File: config.mk
export PLATFORM = sky130hd
export DESIGN_NAME = stream_demux
export DESIGN_NICKNAME = d
export VERILOG_FILES = /design/src/rtl/stream_demux.sv
export SDC_FILE = /design/constraint.sdc
export NUM_CORES = 1
export LEC_CHECK = 0
export BUFFER_PORTS_ARGS = -buffer_cell sky130_fd_sc_hd__clkbuf_2
export CAP_MARGIN = 30
export CORE_UTILIZATION = 43
export DETAILED_ROUTE_END_ITERATION = 12
export PLACE_DENSITY = 0.86
export SLEW_MARGIN = 10
export SYNTH_ARGS = -nofsm -noshare
export SYNTH_HDL_FRONTEND = slang
export SYNTH_SLANG_ARGS = --single-unit
File: constraint.sdc
create_clock -name clk -period 3.1 [get_ports clk]
set_input_delay 0.465 -clock clk [delete_from_list [all_inputs] [get_ports clk]]
set_output_delay 0.465 -clock clk [all_outputs]
set_load 0.005 [all_outputs]
File: src/rtl/stream_demux.sv
// stream_demux: registered 1-to-N stream demultiplexer with packet-locked
// routing. The destination is captured on the first beat of a packet and
// held until its last beat. A single holding register gives one cycle of
// latency at full throughput.
//
// Optional feature macro: STREAM_DEMUX_DROPCNT_EN adds an 8-bit saturating
// count of packets discarded because their select was out of range.
//
// state | meaning
// IDLE  | between packets; next accepted beat is a first beat
// ROUTE | inside a packet, beats go to the latched destination
// DROP  | inside a packet with an out-of-range select, beats discarded
module stream_demux #(
  parameter int WIDTH = 8,
  parameter int N     = 4,
  parameter int SELW  = $clog2(N)
) (
  input  logic                 clk,
  input  logic                 rst,
  input  logic                 in_valid,
  output logic                 in_ready,
  input  logic [WIDTH-1:0]     in_data,
  input  logic [SELW-1:0]      in_sel,
  input  logic                 in_last,
  output logic [N-1:0]         out_valid,
  input  logic [N-1:0]         out_ready,
  output logic [N*WIDTH-1:0]   out_data,
  output logic [N-1:0]         out_last,
`ifdef STREAM_DEMUX_DROPCNT_EN
  output logic [7:0]           drop_cnt,
`endif
  output logic                 busy
);

  localparam logic [1:0] IDLE  = 2'd0;
  localparam logic [1:0] ROUTE = 2'd1;
  localparam logic [1:0] DROP  = 2'd2;

  // Channel count widened by one bit so N itself is representable for compare.
  localparam logic [SELW:0] NUM_CH = (SELW + 1)'(N);

  logic [1:0]       state;
  logic [SELW-1:0]  dest;
  logic             hv;
  logic             hl;
  logic [WIDTH-1:0] hd;
  logic [SELW-1:0]  hdest;

  logic             sel_oor;
  logic             drop_beat;
  logic             accept;
  logic             load;
  logic [SELW-1:0]  route_dest;

  assign sel_oor    = ({1'b0, in_sel} >= NUM_CH);
  // A beat that will be discarded never touches the holding register, so it
  // can be taken even while the register is stalled.
  assign drop_beat  = (state == DROP) || ((state == IDLE) && sel_oor);
  assign in_ready   = drop_beat || !hv || out_ready[hdest];
  assign accept     = in_valid && in_ready;
  assign load       = accept && !drop_beat;
  // First beat routes on the live select; later beats use the latched one.
  assign route_dest = (state == IDLE) ? in_sel : dest;

  // Packet state and destination lock.
  always_ff @(posedge clk or posedge rst) begin
    if (rst) begin
      state <= IDLE;
      dest  <= '0;
    end else if (accept) begin
      case (state)
        IDLE: begin
          dest <= in_sel;
          if (!in_last) state <= sel_oor ? DROP : ROUTE;
        end
        ROUTE, DROP: begin
          if (in_last) state <= IDLE;
        end
        default: state <= IDLE;
      endcase
    end
  end

  // Holding register: load replaces a drained beat in the same cycle.
  always_ff @(posedge clk or posedge rst) begin
    if (rst) begin
      hv    <= 1'b0;
      hd    <= '0;
      hl    <= 1'b0;
      hdest <= '0;
    end else if (load) begin
      hv    <= 1'b1;
      hd    <= in_data;
      hl    <= in_last;
      hdest <= route_dest;
    end else if (hv && out_ready[hdest]) begin
      hv    <= 1'b0;
    end
  end

  // Per-channel valid and last decoded from the held destination.
  always_comb begin
    out_valid = '0;
    out_last  = '0;
    for (int k = 0; k < N; k++) begin
      out_valid[k] = hv && (hdest == SELW'(k));
      out_last[k]  = hv && hl && (hdest == SELW'(k));
    end
  end

  assign out_data = {N{hd}};
  assign busy     = (state != IDLE);

`ifdef STREAM_DEMUX_DROPCNT_EN
  // Count discarded packets on their first beat, saturating at 255.
  always_ff @(posedge clk or posedge rst) begin
    if (rst) begin
      drop_cnt <= '0;
    end else if (accept && (state == IDLE) && sel_oor && (drop_cnt != 8'hFF)) begin
      drop_cnt <= drop_cnt + 8'd1;
    end
  end
`endif

endmodule
# After elaboration in Yosys (flattened, before gate mapping)
# Cells that the tools add are included.
[totals] reg_bits=16 in_bits=18 output_inout_bits=42 wordCells=44
[op_classes] mux=8 reduce_logical=22 order_cmp=1 eq_ne=7
[op_table] cell="$logic_and A1 B1 Y1" n=12
[op_table] cell="$eq A2 B2 Y1 const B" n=3
[op_table] cell="$mux W2" n=3
[op_table] cell="$eq A2 B1 Y1 const B" n=2
[op_table] cell="$logic_not A2 Y1" n=2
[op_table] cell="$ne A2 B2 Y1 const B" n=2
[op_table] cell="$pmux W2 S2" n=1
[op_table] cell="$reduce_bool A2 Y1" n=2
[op_table] cell="$lt A2 B3 Y1 const B" n=1
[op_table] cell="$mux W1" n=3
[op_table] cell="$reduce_and A3 Y1" n=1
[op_table] cell="$bmux W1 S2" n=1
[op_table] cell="$logic_not A1 Y1" n=2
[op_table] cell="$logic_or A1 B1 Y1" n=2
[op_table] cell="$reduce_or A2 Y1" n=1

# Longest topological paths before layout
[depth] depth_word=6 mapped_depth=5 ltp_nobuf=3

# Least setup slack after synthesis
# OpenSTA, ideal clock, no wires.
[synth_path] path_kind="reg2reg" startpoint="reg dest[1] (netlist name)" endpoint="reg hd[0]" setup_ns=0.125 path_buffers=2 t_required_ns=2.975 path_slack_ns=1.548 stages_incl_launch_ff=6 arrival_time_ns=1.427 period_less_slack_ns=1.552 cell_sequence="dfrtp_1 -> buf_4 -> mux2i_1 -> a221o_1 -> buf_6 -> mux2_4"
[synth_lines] element="end signal: assignment" line_no="93" source="hd <= in_data;"
[synth_lines] element="end: declaration" line_no="46" source="logic [WIDTH-1:0] hd;"

==> impl_metrics.tcl <==
set metrics [dict create \
    crit_family "multiplexers" \
    wl_mm 1.65 \
    first_global_vias 549 \
    cts_resized 0 \
    synth.avg_cell_area_um2 11.3 \
    ir_drop_uv 382 \
    syn_area_um2 836 \
    area_growth_pct 18.4 \
    fin_crit_sh 0.626 \
    routedWlPerCell_um 12.1 \
    ys_seq_area_frac 0.389 \
    max-cap-violations 0 \
    detail-route-antenna-nets 0 \
    final_cell_mix "59 x clkbuf_2, 13 x dfrtp_1, 9 x mux2_4" \
    clk_path_buf_depth 2 \
    dp_hpwl_mm 1.30 \
    antenna_cells 0 \
    hold_buffers 0 \
    cp_num_buf_inv 0 \
    gp_congestion 0.733 \
    coreArea_um2 1780 \
    dieWidth_um 46.1 \
    start_util 0.469 \
    layout_commonest_cell "clkbuf_2" \
    fillers 156 \
    yosysWarnings 0 \
    worst_r2r_endpoint "hl" \
    die_area_um2 2120 \
    htree_levels 1 \
    use_met3 0.0157 \
    grt_use_met2 0.268 \
    path_clk_slew_ns 0.08 \
    clk_latency_ns 0.27 \
    vias_per_cell 4.63 \
    drc_errors 0 \
    cp-end-kind "register" \
    via_count 629 \
    cts_buffers 3 \
    maxSlewHeadroom 0.564 \
    slowest_delay_ns 0.63 \
    max_freq_mhz 515 \
    die_height_um 46.1 \
    slowest_stage "a221o_1" \
    gr-total-overflow 0 \
    regToRegStartpoint "dest[1]" \
    path_max_fanout 10 \
    ios 60 \
    ys_seq_elements 13 \
    crit_chain "mux2i_1 > a221o_1 > mux2_4" \
    rsz0062_at_grt "false" \
    arrival_ns 2.10 \
    worst_slew_pin_slew_ns 0.654 \
    worstSetupStartpointType "register" \
    num_rows 15 \
    rr_worst_depth 3 \
    finalCoreUtilization 0.555 \
    clock-root-buffer "clkbuf_4" \
    numPortBuffers 59 \
    slew_viol_final 0 \
    path_class "reg -> reg" \
    synth.distinct_cells 19 \
    final-hold-violation-count 0 \
    r2r_slack_ns 1.16 \
    drtPass1Iterations 4 \
    drive_gt1_frac 0.694 \
    grt_max_degree 14 \
    cts.sinks 13 \
    drt_iter0_drc 11 \
    antenna_found_initial 0 \
    netlist_instances 74 \
    skew_ns 0.00580 \
    met1_usage 0.163 \
    postCtsSetupRepairBufs 0 \
    cts_tree "done" \
    fin_setup_tns_ns 0 \
    power.density_nw_per_um2 1030 \
    grt_util_all_layers 0.144 \
    nets 130 \
    required_ns 3.26 \
    setup_viol 0 \
    status "complete, no violations" \
    grt_pass1_wl_mm 2.24 \
    gr-max-usage-layer "met2" \
    power.leakage_nw 0.589 \
    period_minus_slack_ns 1.94 \
    syn_nets 92 \
    min_path_type "in -> async" \
]
## layer usage
layer / vias up / part of all wire
met2: 29 / 0.59
met3: 0 / 0.037
met4: 0 / 0
li1: 296 / -
met1: 304 / 0.38
met5: - / 0
## registers in the layout, summed over array words and instances, names as in the netlist
register,cells
state,1
hv,1
hl,1
dest,2
hd,8
## how the worst max path moves through the flow
stage,startpoint,end,depth (start not counted)
2_1_floorplan,dest[1],hd[0],5
5_1_grt,dest[1],hd[0],3
3_3_place_gp,dest[1],hd[3],3
6_report,dest[1],hl,3
4_1_cts,dest[1],hd[7],3
3_5_place_dp,dest[1],hd[7],3
## synth_stat cells, drive strengths merged
cell    number  area share
buf         26        0.24
dfrtp       13        0.39
mux2        11        0.19
inv          4       0.018
and2b        3       0.028
mux2i        3       0.036
and2         2       0.018
nand2        2      0.0090
nor2         2      0.0090
nor3         2       0.012
a221o        1       0.012
a221oi       1       0.010
a22oi        1      0.0090
and3         1      0.0090
nand2b       1      0.0075
nand3        1      0.0060
## report_power, final
| part | switching, mW | internal (mW) | total (mW) |
|---|---|---|---|
| clock network | 0.0554 | 0.0498 | 0.105 |
| logic | 0.226 | 0.331 | 0.557 |
| registers | 0.110 | 0.253 | 0.362 |
## logic make-up (layout without fill, tap and decap cells)
group | Yosys count | count (layout) | share of synthesized area
and+or+nand+nor | 14 | 14 | 0.0988
DFF | 13 | 13 | 0.389
AOI/OAI and AO/OA | 3 | 3 | 0.0314
buffers and inverters | 30 | 67 | 0.256
muxes | 14 | 14 | 0.225
## per-stage QoR
stage / hold WS (ns) / cells / instance area (um^2) / total power [mW] / setup WS, ns
5_1_grt: 0.229 / 136 / 990 / 1.11 / 1.04
4_1_cts: 0.210 / 136 / 990 / 1.03 / 1.16
3_5_place_dp: 0.509 / 132 / 963 / 0.925 / 1.16
2_1_floorplan: 0.342 / 74 / 836 / 0.849 / 1.55
3_3_place_gp: 0.477 / 132 / 963 / 0.897 / 1.29
6_report: 0.188 / 136 / 990 / 1.02 / 1.16
## area by class of cell
cell class | count | area, um^2 | area share
sequential | 13 | 325 | 0.329
multi-input combinational | 31 | 297 | 0.300
timing repair buffer | 59 | 295 | 0.298
tap | 25 | 31.3 | 0.0316
clock buffer | 4 | 26.3 | 0.0265
inverter | 4 | 15.0 | 0.0152
Power figures use the tool's default switching activity.
